## config.mk

```make
export PLATFORM = sky130hd
export DESIGN_NAME = nasti_data_mover_engine
export DESIGN_NICKNAME = d
export VERILOG_FILES = /design/src/rtl/nasti_dm_pkg.sv /design/src/rtl/nasti_dm_buffer.sv /design/src/rtl/nasti_data_mover_engine.sv
export SDC_FILE = /design/constraint.sdc
export NUM_CORES = 2
export LEC_CHECK = 0
export CAP_MARGIN = 10
export CORE_ASPECT_RATIO = 0.9
export CORE_UTILIZATION = 40
export DETAILED_ROUTE_END_ITERATION = 8
export GPL_ROUTABILITY_DRIVEN = 0
export SLEW_MARGIN = 20
export SYNTH_ARGS = -nofsm -noshare
export SYNTH_HDL_FRONTEND = slang
export SYNTH_SLANG_ARGS = --single-unit
```

## constraint.sdc

```tcl
create_clock -name aclk -period 29 [get_ports aclk]
set_input_delay 2.9 -clock aclk [delete_from_list [all_inputs] [get_ports aclk]]
set_output_delay 2.9 -clock aclk [all_outputs]
set_load 0.02 [all_outputs]
```

## src/rtl/nasti_dm_pkg.sv

```systemverilog
// Shared definitions for the NASTI data mover engine.
// Holds the controller state encoding, the NASTI burst/response codes
// used on the bus, and the 4 KB page size that bursts must not cross.
package nasti_dm_pkg;

    typedef enum logic [2:0] {
        IDLE,
        RD_ADDR,
        RD_DATA,
        WR_ADDR,
        WR_DATA,
        WR_RESP,
        FINISH
    } state_t;

    localparam logic [1:0]  BURST_INCR = 2'b01;
    localparam logic [1:0]  RESP_OKAY  = 2'b00;
    localparam logic [12:0] PAGE_BYTES = 13'd4096;

endpackage

```

## src/rtl/nasti_dm_buffer.sv

```systemverilog
// Burst buffer for the data mover: a synchronous FIFO holding one read burst
// until it is written back out.
// Ports:
//   clk, rst      clock, asynchronous active-high reset (empties the FIFO)
//   clr           synchronous flush (drops any stored beats)
//   push, wdata   write one beat (ignored when full)
//   pop, rdata    rdata shows the oldest beat; pop removes it (ignored when empty)
//   empty, full   occupancy flags
module nasti_dm_buffer #(
    parameter int DEPTH = 16,
    parameter int WIDTH = 64
) (
    input  logic             clk,
    input  logic             rst,
    input  logic             clr,
    input  logic             push,
    input  logic [WIDTH-1:0] wdata,
    input  logic             pop,
    output logic [WIDTH-1:0] rdata,
    output logic             empty,
    output logic             full
);

    localparam int IW = (DEPTH > 1) ? $clog2(DEPTH) : 1;
    localparam int CW = $clog2(DEPTH + 1);

    logic [WIDTH-1:0] mem_q [DEPTH];
    logic [IW-1:0]    wr_ptr_q, wr_ptr_d;
    logic [IW-1:0]    rd_ptr_q, rd_ptr_d;
    logic [CW-1:0]    count_q, count_d;
    logic             push_ok, pop_ok;

    // Pointers wrap explicitly so DEPTH need not fill the pointer range.
    function automatic logic [IW-1:0] next_ptr(input logic [IW-1:0] p);
        if (p == IW'(DEPTH - 1)) begin
            return '0;
        end
        return p + IW'(1);
    endfunction

    assign empty   = (count_q == '0);
    assign full    = (count_q == CW'(DEPTH));
    assign push_ok = push && !full;
    assign pop_ok  = pop && !empty;
    assign rdata   = mem_q[rd_ptr_q];

    always_comb begin
        wr_ptr_d = wr_ptr_q;
        rd_ptr_d = rd_ptr_q;
        count_d  = count_q;
        if (clr) begin
            wr_ptr_d = '0;
            rd_ptr_d = '0;
            count_d  = '0;
        end else begin
            if (push_ok) begin
                wr_ptr_d = next_ptr(wr_ptr_q);
            end
            if (pop_ok) begin
                rd_ptr_d = next_ptr(rd_ptr_q);
            end
            count_d = count_q + CW'(push_ok) - CW'(pop_ok);
        end
    end

    always_ff @(posedge clk or posedge rst) begin
        if (rst) begin
            wr_ptr_q <= '0;
            rd_ptr_q <= '0;
            count_q  <= '0;
        end else begin
            wr_ptr_q <= wr_ptr_d;
            rd_ptr_q <= rd_ptr_d;
            count_q  <= count_d;
        end
    end

    // Storage carries data only, so it has no reset.
    always_ff @(posedge clk) begin
        if (push_ok && !clr) begin
            mem_q[wr_ptr_q] <= wdata;
        end
    end

endmodule

```

## src/rtl/nasti_data_mover_engine.sv

```systemverilog
// NASTI data mover engine. On dm_en in IDLE it copies `length` bytes from
// src_addr to dest_addr, one store-and-forward burst at a time: read a burst
// into the internal buffer, write it back out, wait for the write response,
// repeat. Bursts are limited by remaining beats, MAX_BURST and the 4 KB page
// of both source and destination.
// Ports:
//   aclk, areset             clock, asynchronous active-high reset
//   src_addr/dest_addr/length transfer description, latched at start
//   dm_en                    start request (only honoured in IDLE)
//   done                     1 = idle, 0 = transfer in progress
//   error                    sticky bus error flag for the last transfer
//   ar_* / r_*               NASTI read address / read data channels
//   aw_* / w_* / b_*         NASTI write address / data / response channels
module nasti_data_mover_engine
    import nasti_dm_pkg::*;
#(
    parameter int ADDR_WIDTH = 64,
    parameter int DATA_WIDTH = 64,
    parameter int MAX_BURST  = 16
) (
    input  logic                    aclk,
    input  logic                    areset,
    input  logic [ADDR_WIDTH-1:0]   src_addr,
    input  logic [ADDR_WIDTH-1:0]   dest_addr,
    input  logic [ADDR_WIDTH-1:0]   length,
    input  logic                    dm_en,
    output logic                    done,
    output logic                    error,
    output logic [ADDR_WIDTH-1:0]   ar_addr,
    output logic [7:0]              ar_len,
    output logic [2:0]              ar_size,
    output logic [1:0]              ar_burst,
    output logic                    ar_valid,
    input  logic                    ar_ready,
    input  logic [DATA_WIDTH-1:0]   r_data,
    input  logic [1:0]              r_resp,
    input  logic                    r_last,
    input  logic                    r_valid,
    output logic                    r_ready,
    output logic [ADDR_WIDTH-1:0]   aw_addr,
    output logic [7:0]              aw_len,
    output logic [2:0]              aw_size,
    output logic [1:0]              aw_burst,
    output logic                    aw_valid,
    input  logic                    aw_ready,
    output logic [DATA_WIDTH-1:0]   w_data,
    output logic [DATA_WIDTH/8-1:0] w_strb,
    output logic                    w_last,
    output logic                    w_valid,
    input  logic                    w_ready,
    input  logic [1:0]              b_resp,
    input  logic                    b_valid,
    output logic                    b_ready
);

    localparam int BPB = DATA_WIDTH / 8;
    localparam int LB  = $clog2(BPB);
    localparam logic [ADDR_WIDTH-1:0] BEAT_MASK = ADDR_WIDTH'(BPB - 1);

    // Beats allowed in the next burst, given the page offsets of both
    // addresses and the beats still to move.
    function automatic logic [12:0] burst_beats(input logic [11:0]           s_off,
                                                input logic [11:0]           d_off,
                                                input logic [ADDR_WIDTH-1:0] rem);
        logic [12:0] s_room;
        logic [12:0] d_room;
        logic [12:0] n;
        s_room = (PAGE_BYTES - {1'b0, s_off}) >> LB;
        d_room = (PAGE_BYTES - {1'b0, d_off}) >> LB;
        n = 13'(MAX_BURST);
        if (s_room < n) n = s_room;
        if (d_room < n) n = d_room;
        if (rem < ADDR_WIDTH'(n)) n = rem[12:0];
        return n;
    endfunction

    state_t                  state_q, state_d;
    logic [ADDR_WIDTH-1:0]   src_q, src_d, dst_q, dst_d, rem_q, rem_d;
    logic [8:0]              beats_q, beats_d, rcnt_q, rcnt_d, wcnt_q, wcnt_d;
    logic                    error_q, error_d, done_q, done_d;
    logic [ADDR_WIDTH-1:0]   ar_addr_q, ar_addr_d, aw_addr_q, aw_addr_d;
    logic [7:0]              ar_len_q, ar_len_d, aw_len_q, aw_len_d;
    logic                    ar_valid_q, ar_valid_d, aw_valid_q, aw_valid_d;
    logic                    r_ready_q, r_ready_d, b_ready_q, b_ready_d;
    logic [DATA_WIDTH-1:0]   w_data_q, w_data_d;
    logic                    w_last_q, w_last_d, w_valid_q, w_valid_d;

    logic [ADDR_WIDTH-1:0]   src_al, dst_al, len_beats, step;
    logic [ADDR_WIDTH-1:0]   src_nx, dst_nx, rem_nx;
    logic [ADDR_WIDTH-1:0]   plan_src, plan_dst, plan_rem;
    logic [8:0]              nb;
    logic                    buf_push, buf_pop, buf_clr, buf_empty, buf_full;
    logic [DATA_WIDTH-1:0]   buf_rdata;
    logic                    r_hs, r_bad, w_fire, w_load;

    nasti_dm_buffer #(
        .DEPTH (MAX_BURST),
        .WIDTH (DATA_WIDTH)
    ) u_buf (
        .clk   (aclk),
        .rst   (areset),
        .clr   (buf_clr),
        .push  (buf_push),
        .wdata (r_data),
        .pop   (buf_pop),
        .rdata (buf_rdata),
        .empty (buf_empty),
        .full  (buf_full)
    );

    assign src_al    = src_addr & ~BEAT_MASK;
    assign dst_al    = dest_addr & ~BEAT_MASK;
    assign len_beats = length >> LB;
    assign step      = ADDR_WIDTH'(beats_q) << LB;
    assign src_nx    = src_q + step;
    assign dst_nx    = dst_q + step;
    assign rem_nx    = rem_q - ADDR_WIDTH'(beats_q);

    // One sizing path serves both the first burst (from the inputs) and the
    // following ones (from the advanced pointers after a write response).
    assign plan_src  = (state_q == IDLE) ? src_al    : src_nx;
    assign plan_dst  = (state_q == IDLE) ? dst_al    : dst_nx;
    assign plan_rem  = (state_q == IDLE) ? len_beats : rem_nx;
    assign nb        = 9'(burst_beats(plan_src[11:0], plan_dst[11:0], plan_rem));

    assign r_hs      = (state_q == RD_DATA) && r_valid && r_ready_q;
    assign r_bad     = r_hs && (r_resp != RESP_OKAY);
    // Beats beyond buffer depth are dropped; r_last still ends the burst.
    assign buf_push  = r_hs && !buf_full;
    assign w_fire    = w_valid_q && w_ready;
    // W output register refills from the buffer whenever it is free.
    assign w_load    = (state_q == WR_DATA) && !buf_empty && (!w_valid_q || w_fire);
    assign buf_pop   = w_load;
    assign buf_clr   = (state_q == FINISH);

    always_comb begin
        state_d    = state_q;
        src_d      = src_q;
        dst_d      = dst_q;
        rem_d      = rem_q;
        beats_d    = beats_q;
        rcnt_d     = rcnt_q;
        wcnt_d     = wcnt_q;
        error_d    = error_q;
        ar_addr_d  = ar_addr_q;
        ar_len_d   = ar_len_q;
        ar_valid_d = ar_valid_q;
        aw_addr_d  = aw_addr_q;
        aw_len_d   = aw_len_q;
        aw_valid_d = aw_valid_q;
        r_ready_d  = r_ready_q;
        b_ready_d  = b_ready_q;
        w_data_d   = w_data_q;
        w_last_d   = w_last_q;
        w_valid_d  = w_valid_q;

        if (w_load) begin
            w_valid_d = 1'b1;
            w_data_d  = buf_rdata;
            w_last_d  = (wcnt_q == rcnt_q - 9'd1);
            wcnt_d    = wcnt_q + 9'd1;
        end else if (w_fire) begin
            w_valid_d = 1'b0;
            w_last_d  = 1'b0;
        end

        case (state_q)
            IDLE: begin
                if (dm_en) begin
                    src_d   = src_al;
                    dst_d   = dst_al;
                    rem_d   = len_beats;
                    error_d = 1'b0;
                    if (len_beats == '0) begin
                        state_d = FINISH;
                    end else begin
                        ar_addr_d  = src_al;
                        ar_len_d   = 8'(nb - 9'd1);
                        ar_valid_d = 1'b1;
                        beats_d    = nb;
                        rcnt_d     = '0;
                        state_d    = RD_ADDR;
                    end
                end
            end
            RD_ADDR: begin
                if (ar_ready) begin
                    ar_valid_d = 1'b0;
                    r_ready_d  = 1'b1;
                    state_d    = RD_DATA;
                end
            end
            RD_DATA: begin
                if (buf_push) begin
                    rcnt_d = rcnt_q + 9'd1;
                end
                if (r_bad) begin
                    error_d = 1'b1;
                end
                if (r_hs && r_last) begin
                    r_ready_d = 1'b0;
                    // error_q can only have been set by this read burst.
                    if (error_q || r_bad) begin
                        state_d = FINISH;
                    end else begin
                        aw_addr_d  = dst_q;
                        aw_len_d   = 8'(rcnt_q + {8'd0, buf_push} - 9'd1);
                        aw_valid_d = 1'b1;
                        state_d    = WR_ADDR;
                    end
                end
            end
            WR_ADDR: begin
                if (aw_ready) begin
                    aw_valid_d = 1'b0;
                    wcnt_d     = '0;
                    state_d    = WR_DATA;
                end
            end
            WR_DATA: begin
                if (w_fire && w_last_q) begin
                    b_ready_d = 1'b1;
                    state_d   = WR_RESP;
                end
            end
            WR_RESP: begin
                if (b_valid) begin
                    b_ready_d = 1'b0;
                    if (b_resp != RESP_OKAY) begin
                        error_d = 1'b1;
                        state_d = FINISH;
                    end else begin
                        src_d = src_nx;
                        dst_d = dst_nx;
                        rem_d = rem_nx;
                        if (rem_nx == '0) begin
                            state_d = FINISH;
                        end else begin
                            ar_addr_d  = src_nx;
                            ar_len_d   = 8'(nb - 9'd1);
                            ar_valid_d = 1'b1;
                            beats_d    = nb;
                            rcnt_d     = '0;
                            state_d    = RD_ADDR;
                        end
                    end
                end
            end
            FINISH: begin
                state_d = IDLE;
            end
            default: begin
                state_d = IDLE;
            end
        endcase

        done_d = (state_d == IDLE);
    end

    always_ff @(posedge aclk or posedge areset) begin
        if (areset) begin
            state_q    <= IDLE;
            src_q      <= '0;
            dst_q      <= '0;
            rem_q      <= '0;
            beats_q    <= '0;
            rcnt_q     <= '0;
            wcnt_q     <= '0;
            error_q    <= 1'b0;
            done_q     <= 1'b1;
            ar_addr_q  <= '0;
            ar_len_q   <= '0;
            ar_valid_q <= 1'b0;
            aw_addr_q  <= '0;
            aw_len_q   <= '0;
            aw_valid_q <= 1'b0;
            r_ready_q  <= 1'b0;
            b_ready_q  <= 1'b0;
            w_data_q   <= '0;
            w_last_q   <= 1'b0;
            w_valid_q  <= 1'b0;
        end else begin
            state_q    <= state_d;
            src_q      <= src_d;
            dst_q      <= dst_d;
            rem_q      <= rem_d;
            beats_q    <= beats_d;
            rcnt_q     <= rcnt_d;
            wcnt_q     <= wcnt_d;
            error_q    <= error_d;
            done_q     <= done_d;
            ar_addr_q  <= ar_addr_d;
            ar_len_q   <= ar_len_d;
            ar_valid_q <= ar_valid_d;
            aw_addr_q  <= aw_addr_d;
            aw_len_q   <= aw_len_d;
            aw_valid_q <= aw_valid_d;
            r_ready_q  <= r_ready_d;
            b_ready_q  <= b_ready_d;
            w_data_q   <= w_data_d;
            w_last_q   <= w_last_d;
            w_valid_q  <= w_valid_d;
        end
    end

    assign done     = done_q;
    assign error    = error_q;
    assign ar_addr  = ar_addr_q;
    assign ar_len   = ar_len_q;
    assign ar_size  = 3'(LB);
    assign ar_burst = BURST_INCR;
    assign ar_valid = ar_valid_q;
    assign r_ready  = r_ready_q;
    assign aw_addr  = aw_addr_q;
    assign aw_len   = aw_len_q;
    assign aw_size  = 3'(LB);
    assign aw_burst = BURST_INCR;
    assign aw_valid = aw_valid_q;
    assign w_data   = w_data_q;
    assign w_strb   = '1;
    assign w_last   = w_last_q;
    assign w_valid  = w_valid_q;
    assign b_ready  = b_ready_q;

endmodule

```

==> impl_metrics.toml <==
[run_status]
result_of_the_run = "finished clean"

[pwr]
vdd_ir_drop_max_v = 0.0000784
clock_power_share_pct = 25.6
power_density_cells_nw_per_um2 = 103
power_frac_comb_pct = 37.5
internal_power_uw = 5110
power.net_switching_uw = 2790
switching_share_pct = 35.3
static-leakage-power_uw = 0.0264
seq_power_share_pct = 36.9

[grt]
grt_first_pass_wirelength_mm = 257
first_global_vias = 38500
globalRouteOverflowTotal = 0
antenna_found_initial = 39
gr-usage-all-layers_pct = 21.3
grt_max_degree = 185

[timing]
worst_clock_skew_ns = 0.0693
final-max-slew-violation-count = 0
finalCritPeriodShare_pct = 32.5
setup_viol = 0
grt_setup_unrepaired = "false"
final.setup.worst_slack_ns = 19.56
finalWorstPathRequiredPeriod_ns = 9.44
setup_total_negative_slack_ns = 0
final_hold_viol_count = 0
actual_slew_at_the_worst_max_slew_pin_ns = 1.08
max_freq_mhz = 106
timing.max_slew.rel_slack_pct = 27.4

[route]
routed_wirelength_normalized_by_instance_count_um = 24.9
dr.pass1.iters = 7
drt-initial-drc-count = 3403
top_layer = "met5"
vias = 39000
detail_route.vias_per_cell = 5.57
drc_errors = 0
drt-met1-wl_mm = 73.3
wire_length_on_met3_mm = 9.59
routed_wirelength_mm = 174
antenna_violating_nets_post_route = 0
met2RoutedLength_mm = 86.8

[synth]
synth_top_area_share_pct = 47.9
synth.avg_cell_area_um2 = 15.0
async_set_or_reset_register_ratio_after_synthesis_pct = 30.3
synth.top_cells.by_count = "sky130_fd_sc_hd__edfxtp_1, sky130_fd_sc_hd__dfrtp_1, sky130_fd_sc_hd__nand2_1"
post_synth_inst_count = 4280
yosysSeqAreaShare_pct = 65.3
synthDistinctLibCells = 103
synthFlopType = "sky130_fd_sc_hd__edfxtp_1"
post_synth_main_area_contributors = "sky130_fd_sc_hd__edfxtp_1, sky130_fd_sc_hd__dfrtp_1, sky130_fd_sc_hd__mux4_2"
synth.cell_area_um2 = 64200
synth.most_common_cell = "sky130_fd_sc_hd__edfxtp_1"
yosysWarnings = 0
synth_top_cell_by_area = "sky130_fd_sc_hd__edfxtp_1"
yosys_register_bits = 1469
synth_edf_count = 1024

[cts]
post-cts-setup-buffers = 0
cts-buffers-inserted = 156
cts_num_sinks = 1469
clkSlewWorstSetupHoldPaths_ns = 0.06
post_cts_resized = 0
deepest_clock_path_buffer_count = 3
clk_latency_ns = 0.80
hold_fix_buffers_cts = 0
tritoncts = "built"
clockRootBuffer = "sky130_fd_sc_hd__clkbuf_16"
ctsHtreeMaxLevel = 4

[worst_setup_path]
crit_path_end_kind = "flip-flop"
setup.worst_path.end = "ar_len[6]"
worstSetupStartpointType = "input pin"
crit_path_top_delay_cell = "sky130_fd_sc_hd__clkdlybuf4s50_1"
regToRegStartpoint = "beats_q[0]"
path_class = "input pin to flip-flop"
critical_path_peak_fanout = 14
max_stage_delay_ns = 0.64
worst-endpoint-arrival_ns = 10.06
worst_r2r_path_depth = 33
cp_data_required_time_ns = 29.63
timing.rr.end = "ar_len[6]"
r2r_setup_slack_ns = 20.41
worst_setup_path_startpoint = "src_addr[3]"

[finish]
layout.nets = 5068
filler_cell_count = 13700
drive_gt1_share_pct = 17.0
area.growth.synth_to_final_pct = 19.0

[placement]
numPortBuffers = 472
post-dp-hpwl_mm = 105
pre_cts_ws_ns = 18.99

[flow_run]
cap_violations = 0

[die]
dieArea_um2 = 162000
die_x_um = 424
site_row_count = 139
initial_core_util_pct = 40.2
design.core.area_um2 = 159000
total_i_o_pin_count = 503
die_h_um = 382

[hold_path]
worst_hold_check_path_type = "flip-flop to flip-flop"
==> how the worst min path moves through the flow <==
| stage | from | endpoint | slack [ns] | cells after the start |
|---|---|---|---|---|
| finish | ar_addr[36] | ar_addr[36] | 0.49 | 1 |
| global route | ar_addr[37] | ar_addr[37] | 0.51 | 1 |
| floorplan | rem_q[2] | rem_q[2] | 0.46 | 2 |
| global placement | ar_addr[56] | ar_addr[56] | 0.47 | 1 |
| detailed placement | ar_addr[53] | ar_addr[53] | 0.48 | 1 |
| CTS | ar_addr[36] | ar_addr[36] | 0.49 | 1 |
==> critical path: cells and delay by family <==
| kind | cells | cell delay (ns) |
|---|---|---|
| buffers and inverters | 2 | 0.73 |
| adder cells (fa/ha/maj) | 3 | 0.92 |
| XOR/XNOR | 1 | 0.17 |
| multiplexers | 3 | 0.62 |
| AO/OA/AOI/OAI | 12 | 2.29 |
| AND/OR/NAND/NOR | 10 | 2.41 |
==> final cells by class <==
class / count / area, um^2 / share of cell area, %
Clock inverter: 75 / 913 / 1.20
Tap cell: 2115 / 2650 / 3.46
Multi-Input combinational cell: 2517 / 21100 / 27.6
Timing Repair Buffer: 523 / 5160 / 6.76
Antenna cell: 26 / 65.1 / 0.0852
Inverter: 66 / 255 / 0.334
Clock buffer: 210 / 4320 / 5.66
Sequential cell: 1469 / 41900 / 54.9
==> routing by layer <==
layer,up-vias,global-route usage [%]
li1,17400,-
met1,20100,28.8
met2,1196,35.0
met3,251,3.61
met4,10,7.18
met5,-,0
==> cells in the final DEF (no fill, tap or decap), types with 47 or more instances in the layout <==
master                            synthesis  layout
sky130_fd_sc_hd__edfxtp_1              1024    1024
sky130_fd_sc_hd__clkdlybuf4s50_1          0     472
sky130_fd_sc_hd__dfrtp_1                444     440
sky130_fd_sc_hd__nand2_1                350     349
sky130_fd_sc_hd__mux4_2                 320     320
sky130_fd_sc_hd__nor2_1                 278     277
sky130_fd_sc_hd__a21oi_1                266     265
sky130_fd_sc_hd__o21ai_0                192     192
sky130_fd_sc_hd__clkbuf_16                0     159
sky130_fd_sc_hd__mux2_2                 139     139
sky130_fd_sc_hd__xor2_1                  80      80
sky130_fd_sc_hd__nand3_1                 77      77
sky130_fd_sc_hd__xnor2_1                 76      76
sky130_fd_sc_hd__inv_1                   66      65
sky130_fd_sc_hd__ha_1                    62      62
sky130_fd_sc_hd__mux2_1                  53      53
sky130_fd_sc_hd__o22ai_1                 51      51
sky130_fd_sc_hd__nor3_1                  49      47
==> power by group through the flow <==
| stage | combinational (uW) | sequential (uW) | clock (uW) |
|---|---|---|---|
| after floorplan | 1930 | 2980 | 0 |
| after global placement | 2940 | 2950 | 0 |
| after detailed placement | 2970 | 2950 | 0 |
| after CTS | 2980 | 2910 | 2070 |
| after global routing | 3220 | 2960 | 2150 |
| final | 2960 | 2920 | 2030 |
==> through the flow <==
stage          area [um^2]  utilization, %  hold slack (ns)  total power, uW  cells
2_1_floorplan        64300               -            0.456             4910   4306
3_3_place_gp         71100            44.6            0.470             5880   6690
3_5_place_dp         71100            44.6            0.475             5920   6690
4_1_cts              76300            47.8            0.489             7970   6975
5_1_grt              76400            47.9            0.507             8330   6999
6_report             76400            47.9            0.486             7900   7001
==> sequential cells by signal, indices dropped and copies added (netlist names), 8 cells and up <==
name / flops
ar_len: 8
src_q: 64
aw_addr: 61
ar_addr: 64
dst_q: 61
aw_len: 8
rcnt_q: 9
w_data: 64
u_buf.mem_q: 1024
beats_q: 9
wcnt_q: 9
rem_q: 64
==> kinds of logic (layout without fill, tap and decap cells) <==
kind of cell,count (synthesis),after routing,share of synthesized area [%]
xor+xnor,156,156,2.13
simple gates,1025,1025,7.61
mux,535,535,15.0
compound gates,707,707,6.52
fa+ha+maj,66,66,1.33
buf+inv,320,874,2.18
other cells,2,54,0.0117
flops,1469,1469,65.3
Note: power is estimated with default switching activity, not from simulation.
